$ cat src/rtl/bist_pkg.sv
// Shared types and constants for the BIST sequencer: state encoding,
// vector-entry field layout and MISR polynomial/seed.
package bist_pkg;

    localparam int ENTRY_W  = 10;
    localparam int X_LSB    = 0;
    localparam int X_W      = 5;
    localparam int EXP_LSB  = 5;
    localparam int EXP_W    = 4;
    localparam int LAST_BIT = 9;

    // x^16 + x^12 + x^5 + 1
    localparam logic [15:0] MISR_POLY = 16'h1021;
    localparam logic [15:0] MISR_SEED = 16'hFFFF;

    typedef enum logic [2:0] {
        ST_IDLE    = 3'd0,
        ST_FETCH   = 3'd1,
        ST_APPLY   = 3'd2,
        ST_SETTLE  = 3'd3,
        ST_COMPARE = 3'd4,
        ST_FINISH  = 3'd5
    } state_t;

    function automatic logic [15:0] misr_next(input logic [15:0] sig, input logic [3:0] din);
        misr_next = {sig[14:0], 1'b0} ^ (sig[15] ? MISR_POLY : 16'h0000) ^ {12'h000, din};
    endfunction

endpackage

$ cat src/rtl/bist_sequencer_if.sv
// TAP-side load/start/status bundle of the BIST sequencer.
interface bist_sequencer_if
    import bist_pkg::*;
#(
    parameter int DEPTH = 256
);
    localparam int AW = $clog2(DEPTH);

    logic               load_clear;
    logic               load_valid;
    logic [ENTRY_W-1:0] load_data;
    logic               start;
    logic               busy;
    logic               done;
    logic               pass;
    logic [AW:0]        fail_count;
    logic [AW-1:0]      first_fail_addr;
    logic               overflow;
    logic [15:0]        signature;

    modport master (
        output load_clear, load_valid, load_data, start,
        input  busy, done, pass, fail_count, first_fail_addr, overflow, signature
    );

    modport slave (
        input  load_clear, load_valid, load_data, start,
        output busy, done, pass, fail_count, first_fail_addr, overflow, signature
    );

endinterface

$ cat src/rtl/bist_misr.sv
// 16-bit multiple-input signature register compressing the 4-bit CUT response.
module bist_misr
    import bist_pkg::*;
(
    input  logic        clk,
    input  logic        rst_n,
    input  logic        i_clear,
    input  logic        i_en,
    input  logic [3:0]  i_data,
    output logic [15:0] o_sig
);

    logic [15:0] r_sig;

    always_ff @(posedge clk or negedge rst_n) begin
        if (!rst_n) begin
            r_sig <= '0;
        end else if (i_clear) begin
            r_sig <= MISR_SEED;
        end else if (i_en) begin
            r_sig <= misr_next(r_sig, i_data);
        end
    end

    assign o_sig = r_sig;

endmodule

$ cat src/rtl/bist_sequencer.sv
// BIST sequencer: owns the vector memory, applies stimuli to the CUT and scores responses.
// Optional MISR signature is built only when BIST_SIGNATURE_EN is defined.
//
//   state   | meaning
//   --------+-----------------------------------------------------------
//   IDLE    | loads accepted, waiting for start
//   FETCH   | synchronous read of entry ra (empty memory exits to FINISH)
//   APPLY   | latch entry, drive cut_x
//   SETTLE  | hold cut_x for SETTLE cycles (down-counter)
//   COMPARE | sample cut_y, score, advance or finish
//   FINISH  | publish done/pass, back to IDLE
module bist_sequencer
    import bist_pkg::*;
#(
    parameter int DEPTH  = 256,
    parameter int SETTLE = 2
)
(
    input  logic                   clk,
    input  logic                   rst_n,
    bist_sequencer_if.slave        bus,
    output logic [X_W-1:0]         cut_x,
    input  logic [EXP_W-1:0]       cut_y
);

    localparam int          AW          = $clog2(DEPTH);
    localparam logic [AW:0] WP_ONE      = (AW+1)'(1);
    localparam logic [AW:0] WP_FULL     = (AW+1)'(DEPTH);
    localparam logic [AW:0] FC_MAX      = '1;
    localparam logic [AW-1:0] RA_ONE    = AW'(1);
    localparam logic [3:0]  SETTLE_INIT = 4'(SETTLE - 1);

    state_t             r_state;
    state_t             w_next;
    logic [AW:0]        r_wp;
    logic [AW-1:0]      r_ra;
    logic [ENTRY_W-1:0] r_mem [DEPTH];
    logic [ENTRY_W-1:0] r_rd_data;
    logic [EXP_W-1:0]   r_exp;
    logic               r_last;
    logic [X_W-1:0]     r_cut_x;
    logic [3:0]         r_settle_cnt;
    logic [AW:0]        r_fail_count;
    logic [AW-1:0]      r_first_fail;
    logic               r_done;
    logic               r_pass;
    logic               r_overflow;
    logic               w_ra_is_end;
    logic               w_load_ok;
    logic [15:0]        w_signature;

    assign w_ra_is_end = ({1'b0, r_ra} == (r_wp - WP_ONE));
    assign w_load_ok   = (r_state == ST_IDLE) && !bus.load_clear && bus.load_valid && (r_wp != WP_FULL);

    // An empty run still passes through FETCH so done lands two cycles after start.
    always_comb begin
        w_next = r_state;
        case (r_state)
            ST_IDLE:    if (bus.start) w_next = ST_FETCH;
            ST_FETCH:   w_next = (r_wp == '0) ? ST_FINISH : ST_APPLY;
            ST_APPLY:   w_next = ST_SETTLE;
            ST_SETTLE:  if (r_settle_cnt == 4'd0) w_next = ST_COMPARE;
            ST_COMPARE: w_next = (r_last || w_ra_is_end) ? ST_FINISH : ST_FETCH;
            ST_FINISH:  w_next = ST_IDLE;
            default:    w_next = ST_IDLE;
        endcase
    end

    always_ff @(posedge clk or negedge rst_n) begin
        if (!rst_n) begin
            r_state      <= ST_IDLE;
            r_wp         <= '0;
            r_ra         <= '0;
            r_exp        <= '0;
            r_last       <= 1'b0;
            r_cut_x      <= '0;
            r_settle_cnt <= '0;
            r_fail_count <= '0;
            r_first_fail <= '0;
            r_done       <= 1'b0;
            r_pass       <= 1'b0;
            r_overflow   <= 1'b0;
        end else begin
            r_state <= w_next;
            case (r_state)
                ST_IDLE: begin
                    if (bus.load_clear) begin
                        r_wp       <= '0;
                        r_overflow <= 1'b0;
                        r_done     <= 1'b0;
                    end else if (bus.load_valid) begin
                        if (r_wp == WP_FULL) r_overflow <= 1'b1;
                        else                 r_wp       <= r_wp + WP_ONE;
                    end
                    if (bus.start) begin
                        r_fail_count <= '0;
                        r_first_fail <= '0;
                        r_done       <= 1'b0;
                        r_pass       <= 1'b0;
                        r_ra         <= '0;
                    end
                end
                ST_APPLY: begin
                    r_exp        <= r_rd_data[EXP_LSB +: EXP_W];
                    r_last       <= r_rd_data[LAST_BIT];
                    r_cut_x      <= r_rd_data[X_LSB +: X_W];
                    r_settle_cnt <= SETTLE_INIT;
                end
                ST_SETTLE: begin
                    if (r_settle_cnt != 4'd0) r_settle_cnt <= r_settle_cnt - 4'd1;
                end
                ST_COMPARE: begin
                    if (cut_y != r_exp) begin
                        if (r_fail_count != FC_MAX) r_fail_count <= r_fail_count + WP_ONE;
                        if (r_fail_count == '0)     r_first_fail <= r_ra;
                    end
                    if (w_next == ST_FETCH) r_ra <= r_ra + RA_ONE;
                end
                ST_FINISH: begin
                    r_done <= 1'b1;
                    r_pass <= (r_fail_count == '0);
                end
                default: ;
            endcase
        end
    end

    // Vector memory: no reset, contents persist across runs.
    always_ff @(posedge clk) begin
        if (w_load_ok) r_mem[r_wp[AW-1:0]] <= bus.load_data;
        r_rd_data <= r_mem[r_ra];
    end

`ifdef BIST_SIGNATURE_EN
    logic w_misr_clear;
    logic w_misr_en;

    assign w_misr_clear = (r_state == ST_IDLE) && bus.start;
    assign w_misr_en    = (r_state == ST_COMPARE);

    bist_misr u_misr (
        .clk     (clk),
        .rst_n   (rst_n),
        .i_clear (w_misr_clear),
        .i_en    (w_misr_en),
        .i_data  (cut_y),
        .o_sig   (w_signature)
    );
`else
    assign w_signature = 16'h0000;
`endif

    assign cut_x               = r_cut_x;
    assign bus.busy            = (r_state != ST_IDLE);
    assign bus.done            = r_done;
    assign bus.pass            = r_pass;
    assign bus.fail_count      = r_fail_count;
    assign bus.first_fail_addr = r_first_fail;
    assign bus.overflow        = r_overflow;
    assign bus.signature       = w_signature;

endmodule

$ cat src/flat_wrapper.sv
// flat-port wrapper written by rule: the top's interface ports become plain ports
module bist_sequencer_flat import bist_pkg::*;
#(
    parameter int DEPTH  = 256,
    parameter int SETTLE = 2
)
  (clk, rst_n, cut_x, cut_y, bus_load_clear, bus_load_valid, bus_load_data, bus_start, bus_busy, bus_done, bus_pass, bus_fail_count, bus_first_fail_addr, bus_overflow, bus_signature);
  bist_sequencer_if #(.DEPTH(DEPTH)) bus_i ();
  input  logic clk;
  input  logic rst_n;
  output logic [X_W-1:0] cut_x;
  input  logic [EXP_W-1:0] cut_y;
  input wire logic [$bits(bus_i.load_clear)-1:0] bus_load_clear;
  input wire logic [$bits(bus_i.load_valid)-1:0] bus_load_valid;
  input wire logic [$bits(bus_i.load_data)-1:0] bus_load_data;
  input wire logic [$bits(bus_i.start)-1:0] bus_start;
  output wire logic [$bits(bus_i.busy)-1:0] bus_busy;
  output wire logic [$bits(bus_i.done)-1:0] bus_done;
  output wire logic [$bits(bus_i.pass)-1:0] bus_pass;
  output wire logic [$bits(bus_i.fail_count)-1:0] bus_fail_count;
  output wire logic [$bits(bus_i.first_fail_addr)-1:0] bus_first_fail_addr;
  output wire logic [$bits(bus_i.overflow)-1:0] bus_overflow;
  output wire logic [$bits(bus_i.signature)-1:0] bus_signature;
  assign bus_i.load_clear = bus_load_clear;
  assign bus_i.load_valid = bus_load_valid;
  assign bus_i.load_data = bus_load_data;
  assign bus_i.start = bus_start;
  assign bus_busy = bus_i.busy;
  assign bus_done = bus_i.done;
  assign bus_pass = bus_i.pass;
  assign bus_fail_count = bus_i.fail_count;
  assign bus_first_fail_addr = bus_i.first_fail_addr;
  assign bus_overflow = bus_i.overflow;
  assign bus_signature = bus_i.signature;
  bist_sequencer #(.DEPTH(DEPTH), .SETTLE(SETTLE)) u_core (.clk(clk), .rst_n(rst_n), .bus(bus_i), .cut_x(cut_x), .cut_y(cut_y));
endmodule
$ cat config.mk
export PLATFORM = sky130hd
export DESIGN_NAME = bist_sequencer_flat
export DESIGN_NICKNAME = d
export VERILOG_FILES = /design/src/rtl/bist_pkg.sv /design/src/rtl/bist_sequencer_if.sv /design/src/rtl/bist_misr.sv /design/src/rtl/bist_sequencer.sv /design/src/flat_wrapper.sv
export SDC_FILE = /design/constraint.sdc
export NUM_CORES = 2
export LEC_CHECK = 0
export CORE_ASPECT_RATIO = 0.7
export CORE_MARGIN = 2
export CORE_UTILIZATION = 55
export DETAILED_ROUTE_END_ITERATION = 8
export GPL_TIMING_DRIVEN = 0
export PLACE_DENSITY = 0.71
export REMOVE_ABC_BUFFERS = 1
export SYNTH_ARGS = -nofsm -noshare
export SYNTH_HDL_FRONTEND = slang
export SYNTH_SLANG_ARGS = --single-unit
$ cat constraint.sdc
create_clock -name clk -period 3.2 [get_ports clk]
set_input_delay 0.32 -clock clk [delete_from_list [all_inputs] [get_ports clk]]
set_output_delay 0.32 -clock clk [all_outputs]
set_load 0.02 [all_outputs]
==> run summary <==
The global-route usage over all layers came out at roughly 30%. The synthesized-area fraction occupied by adder cells came out at less than 1%. The data arrival time of the critical path came out at ~4.1 ns.

After technology mapping, the gate count stands at between 4000 and 5000. Counting the fill cells in the layout gives about 11000. The sequential cell area is 78500 µm².

The number of max-slew violations in the final report was 0. For this run, design rule violations remaining after detail routing come to 0. The critical-path maximum fanout came out at 12. The area of the core is roughly 190000 µm². Summing the areas of all xor and xnor instances in the mapped netlist gives 0.248% of the synthesized area. The footprint of the multi-input gates is about 25000 µm². The via count of the routed design is roughly 56000. Cells fill roughly two thirds of the core in the end. The x dimension of the die came out at 520 µm. Of the total synthesized cell area, the portion taken by AND, OR, NAND and NOR gates is about 2.6%.

The final estimated routing congestion in global placement is between 0.8 and 0.9. The final count of hold timing violations was 0. 61 I/O pins were placed. The run finished, with violations left. The total CTS buffers is 222. The worst vdd rail ir drop came out at about 660 µV. Of the cells placed in the final design, the portion with a size suffix greater than 1 is 32.0%.

The final reports fail on setup timing. The worst path in the final design needs a cycle of 3.37 ns, including I/O delays and setup. The critical path class is flop to flop. The detailed placer's ending HPWL came out at between 150 and 200 mm.

Relative to the synthesized area, the layout overhead comes to 18.8%. The number of cells in the finished layout apart from fillers came out at ~8000. The fraction of registers with async set or reset after synthesis came out at roughly 2.1%. The netlist area before placement came out at roughly 100000 µm².

Power spread over the standard cell area amounts to around 690 nW/µm². The number of different library cells in the post-synthesis netlist is 82. In this run, the number of DRC markers left after iteration 0 of detailed routing was just over 9000. The flop and latch count out of synthesis is roughly 2600. The number of warnings reported in the yosys synthesis log came out at 0. The initial antenna violation count is 12.

TritonCTS built the clock tree. The worst slew margin relative to its limit is roughly 14%. The floorplan has approximately 130 rows. The upper clock frequency limit is a little under 0.3 GHz. At the worst endpoint, the required time is 3.95 ns. The number of buffers on the longest clock path came out at 3. The H-tree depth is 4.

The static power due to leakage came out at approximately 38 nW. The top cell type's share of synthesized area came out at 74.9%. The post-placement setup slack is -1.89 ns. The first-pass iteration count of the detailed router came out at 6.

Clock tree synthesis selected as its root buffer the cell sky130_fd_sc_hd__clkbuf_16. The number of placed instances, taps included, is 7264. In the synthesized netlist the dominant register cell turns out to be sky130_fd_sc_hd__edfxtp_1.

Once placement finished, the instance area stood at 106000 µm². The number of antenna-violating nets in the routed design came out at 0. sky130_fd_sc_hd__edfxtp_1 takes more of the synthesized area than any other cell. Measured against the total synthesized area, the mux share comes to between 10% and 20%. The later pin in the worst-skew pair is clocked with a latency of about 0.86 ns. The per-cell routed wire length came out at about 37 µm. The synthesized-area fraction occupied by ao, oa, aoi and oai cells came out at between 3 and 4%.

The number of global-route vias before repair is approximately 52000. The floorplan die height came out at approximately 370 µm. The average via count per standard cell came out at between 6 and 7. Setup repair after global routing could not meet its margin everywhere. The maximum number of pins on one net before global-route repair is ~160. The die covers about 190000 µm². The first global-routing pass estimated slightly above 400 mm of wire. The worst clock skew on the final layout is 0.0385 ns.

Setup violations remaining at the end of the flow were counted as roughly 750. After routing the design area is 122000 µm². For this block, the routed nets add up to about 300 mm of wire. STA classifies the critical path endpoint as a flop. The share of synthesized area occupied by flip-flops and latches came out at around 76%. Sorting the synthesized cells by area gives the leading types as sky130_fd_sc_hd__edfxtp_1 (75%), sky130_fd_sc_hd__mux4_2 (12%), sky130_fd_sc_hd__mux2i_1 (2.4%). The final net count is roughly 5400. The initial core utilization came out at approximately 55%.

The worst hold path belongs to the class input port to flop. The clock sink total came out at 2624. The port buffer count is 44.

STA classifies the critical path startpoint as a flop. Hold is met by approximately 0.06 ns. By area, the combinational part of the netlist is dominated by multiplexers. The actual transition at the worst max-transition pin is approximately 1.3 ns. The overall overflow remaining after global route came out at 0. The tool flagged a number of max-cap violations equal to 0. The final setup TNS came out at -37.03 ns. In the finished design, the share of the clock period the worst path needs comes to 105%. The total power consumption of the routed design is about 85 mW. In this run, synthesis inferred approximately 2600 flip-flops with an integrated enable.

The average instance in the mapped netlist occupies 20.8 µm². The setup slack after layout came out at -0.174 ns. Clock-pin slew was measured on the worst setup and hold paths at ~0.070 ns.
## layout by cell type (no fill, tap or decap), types with 65 or more instances in the layout
| master | instances |
|---|---|
| sky130_fd_sc_hd__clkbuf_16 | 230 |
| sky130_fd_sc_hd__mux2i_1 | 246 |
| sky130_fd_sc_hd__nand2_1 | 94 |
| sky130_fd_sc_hd__a21oi_1 | 71 |
| sky130_fd_sc_hd__buf_16 | 66 |
| sky130_fd_sc_hd__nor2_4 | 245 |
| sky130_fd_sc_hd__edfxtp_1 | 2560 |
| sky130_fd_sc_hd__buf_12 | 185 |
| sky130_fd_sc_hd__mux4_2 | 528 |
| sky130_fd_sc_hd__a22oi_1 | 89 |
| sky130_fd_sc_hd__nor2_1 | 65 |
| sky130_fd_sc_hd__buf_4 | 138 |
## synthesized netlist by cell type, types with 19 or more instances
cell type,instances
sky130_fd_sc_hd__buf_2,76
sky130_fd_sc_hd__mux4_2,528
sky130_fd_sc_hd__nor2_1,325
sky130_fd_sc_hd__nand2_1,126
sky130_fd_sc_hd__nand3_1,54
sky130_fd_sc_hd__o21ai_0,53
sky130_fd_sc_hd__a22oi_1,119
sky130_fd_sc_hd__mux4_1,19
sky130_fd_sc_hd__o22ai_1,33
sky130_fd_sc_hd__mux2_2,22
sky130_fd_sc_hd__inv_1,19
sky130_fd_sc_hd__edfxtp_1,2560
sky130_fd_sc_hd__buf_6,48
sky130_fd_sc_hd__buf_4,47
sky130_fd_sc_hd__mux2i_1,250
sky130_fd_sc_hd__clkbuf_1,92
sky130_fd_sc_hd__a221oi_1,33
sky130_fd_sc_hd__a21oi_1,88
sky130_fd_sc_hd__dfrtp_1,54
sky130_fd_sc_hd__a211oi_1,34
sky130_fd_sc_hd__o221ai_1,35
sky130_fd_sc_hd__nor3_1,20
## cell families (layout without fill, tap and decap cells)
logic type | Yosys count | in the layout
multiplexers | 819 | 819
buffers and inverters | 338 | 922
AO/OA/AOI/OAI | 515 | 515
XOR/XNOR | 29 | 29
AND/OR/NAND/NOR | 607 | 613
flip-flops | 2624 | 2624
adder cells (fa/ha/maj) | 11 | 11
other | 1 | 19
## flip-flops by register name (all words and copies together), names as in the netlist
register	flops
u_core.bus.pass	1
u_core.bus.fail_count	9
u_core.r_last	1
u_core.r_mem	2560
u_core.r_exp	4
u_core.r_wp	9
u_core.r_state	3
u_core.cut_x	5
u_core.bus.first_fail_addr	8
u_core.bus.overflow	1
u_core.bus.done	1
u_core.r_ra	8
u_core.r_settle_cnt	4
u_core.r_rd_data	10
## what timing repair did
item,in CTS,in global routing
buffers inserted,117,188
gates resized for setup,523,259
hold buffers,12,0
endpoints found under the setup margin,2573,2576
pin swaps,65,180
hold endpoints to repair,398,0
gates cloned,40,2
## final cells by class
cell class / instances / share of cell area, %
clock inverter: 123 / 0.707
multi-input combinational: 2003 / 20.6
clock buffer: 285 / 4.89
timing repair buffer: 491 / 6.76
antenna: 3 / 0.00616
tap: 2479 / 2.55
inverter: 23 / 0.0945
sequential: 2624 / 64.4
## report_power, final
| group | leakage [nW] | total (mW) | internal [mW] | switching [mW] |
|---|---|---|---|---|
| Sequential | 23.8 | 38.2 | 37.9 | 0.298 |
| Combinational | 10.6 | 20.1 | 9.04 | 11.1 |
| Clock | 3.35 | 26.2 | 14.0 | 12.2 |
## routing by layer
metal | track usage (%) | up-vias | wire length [µm]
li1 | - | 21400 | -
met1 | 44.1 | 29000 | 109000
met2 | 43.6 | 4741 | 132000
met3 | 11.1 | 744 | 47500
met4 | 10.4 | 12 | 12600
met5 | 0 | - | 79
## path summary, 6_finish.rpt
check | startpoint | endpoint | slack, ns | cells past startpoint
setup / recovery | u_core.r_ra[0]$_DFFE_PN0P_ | u_core.r_rd_data[0]$_DFF_P_ | -0.17 | 11
hold reg to reg | u_core.r_rd_data[5]$_DFF_P_ | u_core.r_exp[0]$_DFFE_PN0P_ | 0.47 | 1
min in group asynchronous | rst_n | u_core.r_settle_cnt[2]$_DFFE_PN0P_ | 0.55 | 4
hold / removal | bus_load_data[0] | u_core.r_mem[199][0]$_DFFE_PP_ | 0.06 | 1
max in group asynchronous | rst_n | u_core.bus.fail_count[0]$_DFFE_PN0P_ | 1.29 | 4
setup reg to reg | u_core.r_ra[0]$_DFFE_PN0P_ | u_core.r_rd_data[0]$_DFF_P_ | -0.17 | 11
## critical path, cell delays in order (launching register included)
cell                       delay (ns)
sky130_fd_sc_hd__dfrtp_4         0.43
sky130_fd_sc_hd__buf_6           0.16
sky130_fd_sc_hd__buf_4           0.18
sky130_fd_sc_hd__buf_16          0.14
sky130_fd_sc_hd__buf_16          0.19
sky130_fd_sc_hd__buf_16          0.19
sky130_fd_sc_hd__mux4_2          0.50
sky130_fd_sc_hd__a22oi_1         0.24
sky130_fd_sc_hd__a21oi_1         0.27
sky130_fd_sc_hd__nor3_2          0.33
sky130_fd_sc_hd__nand4b_1        0.33
sky130_fd_sc_hd__o211a_1         0.24
No activity file was read; power rests on OpenSTA's default activity.
